File: src/rtl/pmc_matrix_shifter.sv
// Bit-serial shift engine that moves NUM_CH lanes MSB-first between the PMC dout/din words and the pixel matrix.
// Optional post-shift strobe phase is enabled by defining PMC_MATRIX_SHIFTER_STROBE_EN.
module pmc_matrix_shifter #(
  parameter int NUM_CH    = 16,
  parameter int SHIFT_LEN = 32,
  parameter int CNT_W     = $clog2(SHIFT_LEN) + 1
) (
  input  logic                        clk,
  input  logic                        rst_n,
  input  logic                        start,
  input  logic                        abort,
  input  logic [CNT_W-1:0]            bit_cnt,
  input  logic [7:0]                  clk_div,
  input  logic [NUM_CH*SHIFT_LEN-1:0] dout,
  output logic [NUM_CH*SHIFT_LEN-1:0] din,
  output logic                        busy,
  output logic                        done,
  output logic                        clk_sh,
  output logic [NUM_CH-1:0]           sh_data_o,
  input  logic [NUM_CH-1:0]           sh_data_i
`ifdef PMC_MATRIX_SHIFTER_STROBE_EN
  ,
  input  logic [7:0]                  strobe_len,
  output logic                        strobe
`endif
);

  localparam logic [2:0] ST_IDLE   = 3'd0;
  localparam logic [2:0] ST_LOW    = 3'd1;
  localparam logic [2:0] ST_HIGH   = 3'd2;
  localparam logic [2:0] ST_FIN    = 3'd3;
`ifdef PMC_MATRIX_SHIFTER_STROBE_EN
  localparam logic [2:0] ST_STROBE = 3'd4;
`endif

  logic [2:0]                       state_q, state_d;
  logic [NUM_CH-1:0][SHIFT_LEN-1:0] sr_q, sr_d, sr_shift;
  logic [NUM_CH*SHIFT_LEN-1:0]      din_q, din_d;
  logic [7:0]                       div_q, div_d;
  logic [CNT_W-1:0]                 n_q, n_d, bits_q, bits_d, bits_inc, n_eff;
  logic [8:0]                       phase_q, phase_d, phase_inc;
  logic                             phase_last;
  logic [NUM_CH-1:0]                sample_q, sample_d, sr_msb;
`ifdef PMC_MATRIX_SHIFTER_STROBE_EN
  logic [7:0]                       slen_q, slen_d;
`endif

  // Out-of-range bit counts (0 or longer than the register) mean a full-length shift.
  assign n_eff = (bit_cnt == '0 || bit_cnt > CNT_W'(SHIFT_LEN)) ? CNT_W'(SHIFT_LEN) : bit_cnt;

  assign bits_inc   = bits_q + CNT_W'(1);
  assign phase_inc  = phase_q + 9'd1;
  // The phase counter is 9 bits so a 256-cycle half period (clk_div=255) fits without wrapping.
  assign phase_last = (phase_q == {1'b0, div_q});

  always_comb begin
    for (int ch = 0; ch < NUM_CH; ch++) begin
      sr_shift[ch] = {sr_q[ch][SHIFT_LEN-2:0], sample_q[ch]};
      sr_msb[ch]   = sr_q[ch][SHIFT_LEN-1];
    end
  end

  always_comb begin
    // NOTE: every signal gets its hold value first so no path through the case infers a latch.
    state_d  = state_q;
    sr_d     = sr_q;
    din_d    = din_q;
    div_d    = div_q;
    n_d      = n_q;
    bits_d   = bits_q;
    phase_d  = phase_q;
    sample_d = sample_q;
`ifdef PMC_MATRIX_SHIFTER_STROBE_EN
    slen_d   = slen_q;
`endif
    case (state_q)
      ST_IDLE: begin
        if (start && !abort) begin
          state_d = ST_LOW;
          sr_d    = dout;
          div_d   = clk_div;
          n_d     = n_eff;
          bits_d  = '0;
          phase_d = '0;
`ifdef PMC_MATRIX_SHIFTER_STROBE_EN
          slen_d  = strobe_len;
`endif
        end
      end
      ST_LOW: begin
        if (abort) begin
          state_d = ST_IDLE;
          phase_d = '0;
        end else if (phase_last) begin
          state_d  = ST_HIGH;
          phase_d  = '0;
          sample_d = sh_data_i;
        end else begin
          phase_d = phase_inc;
        end
      end
      ST_HIGH: begin
        if (abort) begin
          state_d = ST_IDLE;
          phase_d = '0;
        end else if (phase_last) begin
          phase_d = '0;
          sr_d    = sr_shift;
          bits_d  = bits_inc;
          if (bits_inc == n_q) begin
`ifdef PMC_MATRIX_SHIFTER_STROBE_EN
            if (slen_q != 8'd0) begin
              state_d = ST_STROBE;
            end else begin
              state_d = ST_FIN;
              din_d   = sr_shift;
            end
`else
            state_d = ST_FIN;
            din_d   = sr_shift;
`endif
          end else begin
            state_d = ST_LOW;
          end
        end else begin
          phase_d = phase_inc;
        end
      end
`ifdef PMC_MATRIX_SHIFTER_STROBE_EN
      ST_STROBE: begin
        if (abort) begin
          state_d = ST_IDLE;
          phase_d = '0;
        end else if (phase_inc == {1'b0, slen_q}) begin
          state_d = ST_FIN;
          phase_d = '0;
          din_d   = sr_q;
        end else begin
          phase_d = phase_inc;
        end
      end
`endif
      ST_FIN:  state_d = ST_IDLE;
      default: state_d = ST_IDLE;
    endcase
  end

  always_ff @(posedge clk or negedge rst_n) begin
    if (!rst_n) begin
      state_q  <= ST_IDLE;
      // NOTE: the lane registers are ordinary flops, not RAM, so they take the async reset like the rest.
      sr_q     <= '0;
      din_q    <= '0;
      div_q    <= '0;
      n_q      <= '0;
      bits_q   <= '0;
      phase_q  <= '0;
      sample_q <= '0;
`ifdef PMC_MATRIX_SHIFTER_STROBE_EN
      slen_q   <= '0;
`endif
    end else begin
      // NOTE: non-blocking updates so every register sees the pre-edge value of every other one.
      state_q  <= state_d;
      sr_q     <= sr_d;
      din_q    <= din_d;
      div_q    <= div_d;
      n_q      <= n_d;
      bits_q   <= bits_d;
      phase_q  <= phase_d;
      sample_q <= sample_d;
`ifdef PMC_MATRIX_SHIFTER_STROBE_EN
      slen_q   <= slen_d;
`endif
    end
  end

  // Data is only presented to the pads while the shift clock is running.
  assign sh_data_o = (state_q == ST_LOW || state_q == ST_HIGH) ? sr_msb : '0;
  assign clk_sh    = (state_q == ST_HIGH);
  assign done      = (state_q == ST_FIN);
  assign din       = din_q;
`ifdef PMC_MATRIX_SHIFTER_STROBE_EN
  assign strobe    = (state_q == ST_STROBE);
  assign busy      = (state_q == ST_LOW || state_q == ST_HIGH || state_q == ST_STROBE);
`else
  assign busy      = (state_q == ST_LOW || state_q == ST_HIGH);
`endif

endmodule
File: config.mk
export PLATFORM = sky130hd
export DESIGN_NAME = pmc_matrix_shifter
export DESIGN_NICKNAME = d
export VERILOG_FILES = /design/src/rtl/pmc_matrix_shifter.sv
export SDC_FILE = /design/constraint.sdc
export NUM_CORES = 2
export LEC_CHECK = 0
export ABC_AREA = 1
export CAP_MARGIN = 30
export CELL_PAD_IN_SITES_DETAIL_PLACEMENT = 2
export CELL_PAD_IN_SITES_GLOBAL_PLACEMENT = 2
export CORE_AREA = 2 2 425 427
export DETAILED_ROUTE_END_ITERATION = 6
export DIE_AREA = 0 0 427 429
export PLACE_DENSITY = 0.79
export SLEW_MARGIN = 15
export SYNTH_ARGS = -nofsm -noshare
export SYNTH_HDL_FRONTEND = slang
export SYNTH_SLANG_ARGS = --single-unit
File: constraint.sdc
create_clock -name clk -period 4.9 [get_ports clk]
set_input_delay 0.98 -clock clk [delete_from_list [all_inputs] [get_ports clk]]
set_output_delay 0.98 -clock clk [all_outputs]
set_load 0.05 [all_outputs]
Word level (Yosys, flattened, before mapping)
Cells that the tools add are included.

word-level totals
  register bits = 1,072
  bits of input ports = 546
  output and inout port bits = 531
  word-level logic and storage cells = 73

cells by class
  $add $sub $neg = 2
  order comparisons = 1
  eq/ne operators = 10
  multiplexer cells = 21
  bitwise operators = 1
  reduce and logical (&&, ||, !) cells = 15

operators by type and width
  operator                                              number
  two-way mux 512 bit                                   3
  one-hot mux 512 bit (2 select lines)                  1
  two-way mux 9 bit                                     3
  two-way mux 6 bit                                     4
  one-hot mux 9 bit (2 select lines)                    1
  two-way mux 16 bit                                    1
  two-way mux 3 bit                                     5
  one-hot mux 6 bit (2 select lines)                    1
  adder 9 x 1 -> 9 bit, second input constant           1
  == test 9 x 8 -> 1 bit                                1
  one-hot mux 3 bit (3 select lines)                    1
  AND reduction 4 bit                                   2
  adder 6 x 1 -> 6 bit, second input constant           1
  == test 3 x 2 -> 1 bit, second input constant         2
  == test 6 bit                                         1
  greater-than comparator 6 bit, second input constant  1
  zero test 6 bit                                       1
  AND reduction 3 bit                                   2
  != test 2 bit, second input constant                  2
  AND reduction 2 bit                                   2
  nonzero test 2 bit                                    2
  == test 3 x 1 -> 1 bit, second input constant         1
  zero test 3 bit                                       1
  != test 3 x 2 -> 1 bit, second input constant         1
  8 further kinds                                       9

Logic depth before layout (Yosys ltp)
  depth in word-level cells = 6
  mapped depth = 14
  mapped depth without buffers = 13

Worst setup path before layout
Ideal clock, no wire load.

  kind = reg-to-output
  start = register state_q[0]
  end = output port sh_data_o[10]
  data arrival time = 1.937 ns
  required time = 3.920 ns
  setup slack = 1.983 ns
  stages on the path, launching flop included = 7
  path buffers = 2
  cell sequence = dfrtp_1 inv_1 ha_1 clkbuf_1 clkbuf_1 nand2_1 inv_1

between the ends
  cells in the longest elaborated chain, start to end = 3
  elaborated cells on any way between the ends = 4
  classes of those cells = 2 x eq/ne; 1 x mux; 1 x reduce/logical

RTL lines
  what                                                              line  source
  from (decl)                                                       36    logic [2:0] state_q, state_d;
  from (signal assigned)                                            164   state_q <= state_d;
  == test 3 x 1 -> 1 bit or == test 3 x 2 -> 1 bit (tied branches)  -
  logical OR 1 bit (*)                                              -
  named net busy                                                    16    output logic busy,
  two-way mux 16 bit (*)                                            179   assign sh_data_o = (state_q == ST_LOW || state_q == ST_HIGH) ? sr_msb : '0;
  to (decl)                                                         19    output logic [NUM_CH-1:0] sh_data_o,

The timed path passes the listed nets; every way through them passes the cells marked *.

Worst setup path in the final report
  start = register state_q[1]
  end = output port sh_data_o[6]

between the ends
  cells in the longest elaborated chain, start to end = 3
  elaborated cells on any way between the ends = 4
  classes of those cells = 2 x eq/ne; 1 x mux; 1 x reduce/logical

RTL lines
  what                                                              line
  == test 3 x 1 -> 1 bit or == test 3 x 2 -> 1 bit (tied branches)  179
  logical OR 1 bit (*)                                              179
  two-way mux 16 bit (*)                                            179

Mark *: on every way between the ends. The rest lies on a longest branch, timed or not.

==> summary.md <==
| Metric | Value |
|---|---|
| Status | `complete, no violations` |
| Largest net degree at the start of global routing | `180` |
| Synth Cell Area | `roughly 50000 um^2` |
| Critical path class | `reg2out` |
| Seq/Total Area, Yosys | `a little over half` |
| Final-report hold violation count | `0` |
| Leakage power | `about 35 nW` |
| VDD IR max | `334 uV` |
| CP max stage delay | `~0.84 ns` |
| Share of the synthesized area in the top cell type | `54.7%` |
| CTS Hold Bufs | `0` |
| Mapped Cells | `~6500` |
| Port bufs | `between 1000 and 1500` |
| Vias | `between 40000 and 50000` |
| Worst slack at placement | `~1 ns` |
| Worst path bufs/invs | `4` |
| DP HPWL | `162000 um` |
| Post-synthesis cell type count | `28` |
| Syn_nets | `~7000` |
| Num CTS Buffers | `approximately 130` |
| First DRT Iteration DRCs | `around 3200` |
| Tot GR Track Use | `approximately a quarter` |
| Fin. max-slew vios | `0` |
| Share of layout cells above drive strength 1 | `around 4.2%` |
| Most common cell on crit path | `inv_1` |
| Area leader, netlist | `dfrtp_1` |
| M2 GR Usage | `42.4%` |
| Flip-flop and latch area | `about 27000 um^2` |
| CTS root buffer | `clkbuf_16` |
| Site Rows | `~160` |
| CP max stage cell | `clkdlybuf4s50_1` |
| CORE AREA | `between 150000 and 200000 um^2` |
| Slew @ Worst Pin | `about 1.2 ns` |
| RSZ-0062 raised after global routing | `false` |
| Max Clock Skew | `between 0.03 and 0.04 ns` |
| Max Clock Freq | `~0.24 GHz` |
| Worst-path fanout max | `17` |
| Worst R2R Path Depth | `12` |
| CTS clk-pin slew, worst paths | `~0.070 ns` |
| Clock Tree Buf Depth | `3` |
| Minimum clock period | `about 4.2 ns` |
| Met3 usage | `roughly 4.4%` |
| Routed WL per cell | `roughly 25 um` |
| PwrDens | `between 500 and 600 nW/um^2` |
| Warnings, synthesis | `0` |
| H-tree depth | `4` |
| CTS tree | `built` |
| Max-Cap Viols | `0` |
| GR Overflow Total | `0` |
| FF-to-FF End | `din[140]` |
| Ordered cell list for the critical path | `inv_1 > ha_1 > buf_4 > nand2_1 > inv_1 > clkdlybuf4s50_1` |
| Setup Buffers After CTS | `0` |
| Min-delay worst type | `in2async` |
| Drt pass-1 iters | `5` |
| Via-per-instance ratio | `between 5 and 6` |
| Reg2Reg Launch Point | `state_q[0]` |
| Crit path launch type | `flip-flop` |
| Clock Sinks | `approximately 1100` |
| # IOs | `around 1100` |
| Most frequent cells in the layout | `3721 x nand2_1, 1075 x clkdlybuf4s50_1, 1071 x dfrtp_1, 1064 x nand3_1, 135 x clkbuf_16` |
| Final setup vio count | `0` |
| Drc violations | `0` |
| Global route hottest layer | `met2` |
| Syn_area_per_cell | `7.57 um^2` |
| Worst-Skew Late Latency | `0.80 ns` |
| Setup ws final | `0.682 ns` |
| Die H | `between 400 and 500 um` |
| Commonest non-fill, non-tap cell in the layout | `nand2_1` |
| Met1 usage | `between 30% and 40%` |
| Top delay family on crit path | `buffers and inverters` |
| Routed Antenna Nets | `0` |
| Slew headroom | `approximately a fifth` |
| Req. time, crit path | `around 4 ns` |
| Synth Register Bits | `1071` |
| Area contributors post-synth | `dfrtp_1 55%, nand2_1 29%, nand3_1 11%, buf_2 1.9%, clkbuf_1 1.6%` |
| Multi-input logic area | `approximately 20000 um^2` |
| Starting Density | `about 28%` |
| Wire length of the first global-routing pass | `358000 um` |
| Final wirelength | `approximately 240000 um` |
| Antenna violations before repair | `62` |
| Syn-to-layout area delta | `35.3%` |
| Final worst path period share | `86.1%` |
| Number of global-route vias before repair | `53700` |
| Worst EP arrival | `roughly 3.2 ns` |
| Resize count post-CTS | `0` |
| Fillcell total | `about 20000` |
| Gpl congestion | `between 0.8 and 0.9` |
| Crit end category | `output pin` |
| Overall die area | `roughly 180000 um^2` |
| TNS Setup | `0 ns` |
| Nets@finish | `a little under 8000` |
| Setup slack, reg-to-reg | `1.48 ns` |
| Die X | `about 430 um` |
-- registers in the layout, summed over array words and instances (netlist names) --
name and cells:
n_q 6, sample_q 16, state_q 2, din 512, phase_q 9, div_q 8, sr_q 496, sr_msb 16
bits_q 6
-- stage by stage --
| step | hold slack [ns] | power, W | area (um^2) | util [%] | instances |
|---|---|---|---|---|---|
| after floorplan | 0.442 | 0.0195 | 49000 | - | 6468 |
| after CTS | 0.240 | 0.0348 | 66200 | 37.2 | 9765 |
| after global routing | 0.273 | 0.0366 | 66200 | 37.2 | 9798 |
| final | 0.271 | 0.0344 | 66300 | 37.2 | 9802 |
| after detailed placement | 0.457 | 0.0246 | 61800 | 34.7 | 9530 |
| after global placement | 0.453 | 0.0239 | 61800 | 34.7 | 9529 |
-- synthesized netlist by cell type --
master,number
xnor2_1,1
clkbuf_1,210
ha_1,6
buf_6,5
nand4_1,4
nand3b_1,1
a21oi_1,10
o21ai_0,16
or2_2,1
nand3_1,1064
nor2_2,1
buf_4,39
xor2_1,5
nor2_4,1
inv_1,58
clkinv_1,1
nand2_4,1
buf_2,187
a31oi_1,1
inv_2,3
a21oi_2,1
nand2_1,3724
dfrtp_1,1071
nor3_1,4
nor2_1,29
o21bai_1,1
buf_1,21
o22ai_1,2
-- logic make-up (layout without fill, tap and decap cells) --
group	count (synthesis)	in the layout	synth area share, %
AO/OA/AOI/OAI	31	31	0.337
XOR/XNOR	6	6	0.107
adder cells (fa/ha/maj)	6	6	0.153
buffers and inverters	524	1466	4.87
flip-flops	1071	1071	54.7
other	0	37	0
AND/OR/NAND/NOR	4830	4830	39.8
-- how the worst max path moves through the flow --
stage                         end        from  slack (ns)  depth (start not counted)
floorplan           sh_data_o[10]  state_q[0]        1.98                          6
CTS                  sh_data_o[4]  state_q[0]        0.59                          6
global route        sh_data_o[10]  state_q[0]        0.54                          6
detailed placement       din[267]       abort        0.97                         12
finish               sh_data_o[6]  state_q[1]        0.68                          6
global placement         din[300]       abort        1.15                         12
-- layer usage --
metal	part of all wire (%)	wire length, um
met1	40	97300
met2	48	116000
met3	4.5	10900
met4	6.6	15900
met5	0.13	308
-- final cells by class --
class / instances / area share (%)
inverters: 62 / 0.374
flip-flops and latches: 1071 / 40.5
well taps: 2355 / 4.45
clock buffers: 194 / 5.86
clock inverters: 41 / 0.661
repair buffers: 1169 / 18.1
multi-input cells: 4873 / 30.0
diodes: 37 / 0.140
-- power breakdown --
| part | internal [W] | switching (W) |
|---|---|---|
| Sequential | 0.0111 | 0.00215 |
| Combinational | 0.00319 | 0.00800 |
| Clock | 0.00570 | 0.00425 |
| Total | 0.0200 | 0.0144 |
-- worst reg2reg max path: cells and delay by family, from the launching register on --
| kind | cells | cell delay [ns] |
|---|---|---|
| adder cells (fa/ha/maj) | 1 | 0.38 |
| buffers and inverters | 2 | 0.57 |
| flip-flops | 1 | 0.42 |
| AND/OR/NAND/NOR | 9 | 1.91 |
Power figures use the tool's default switching activity.
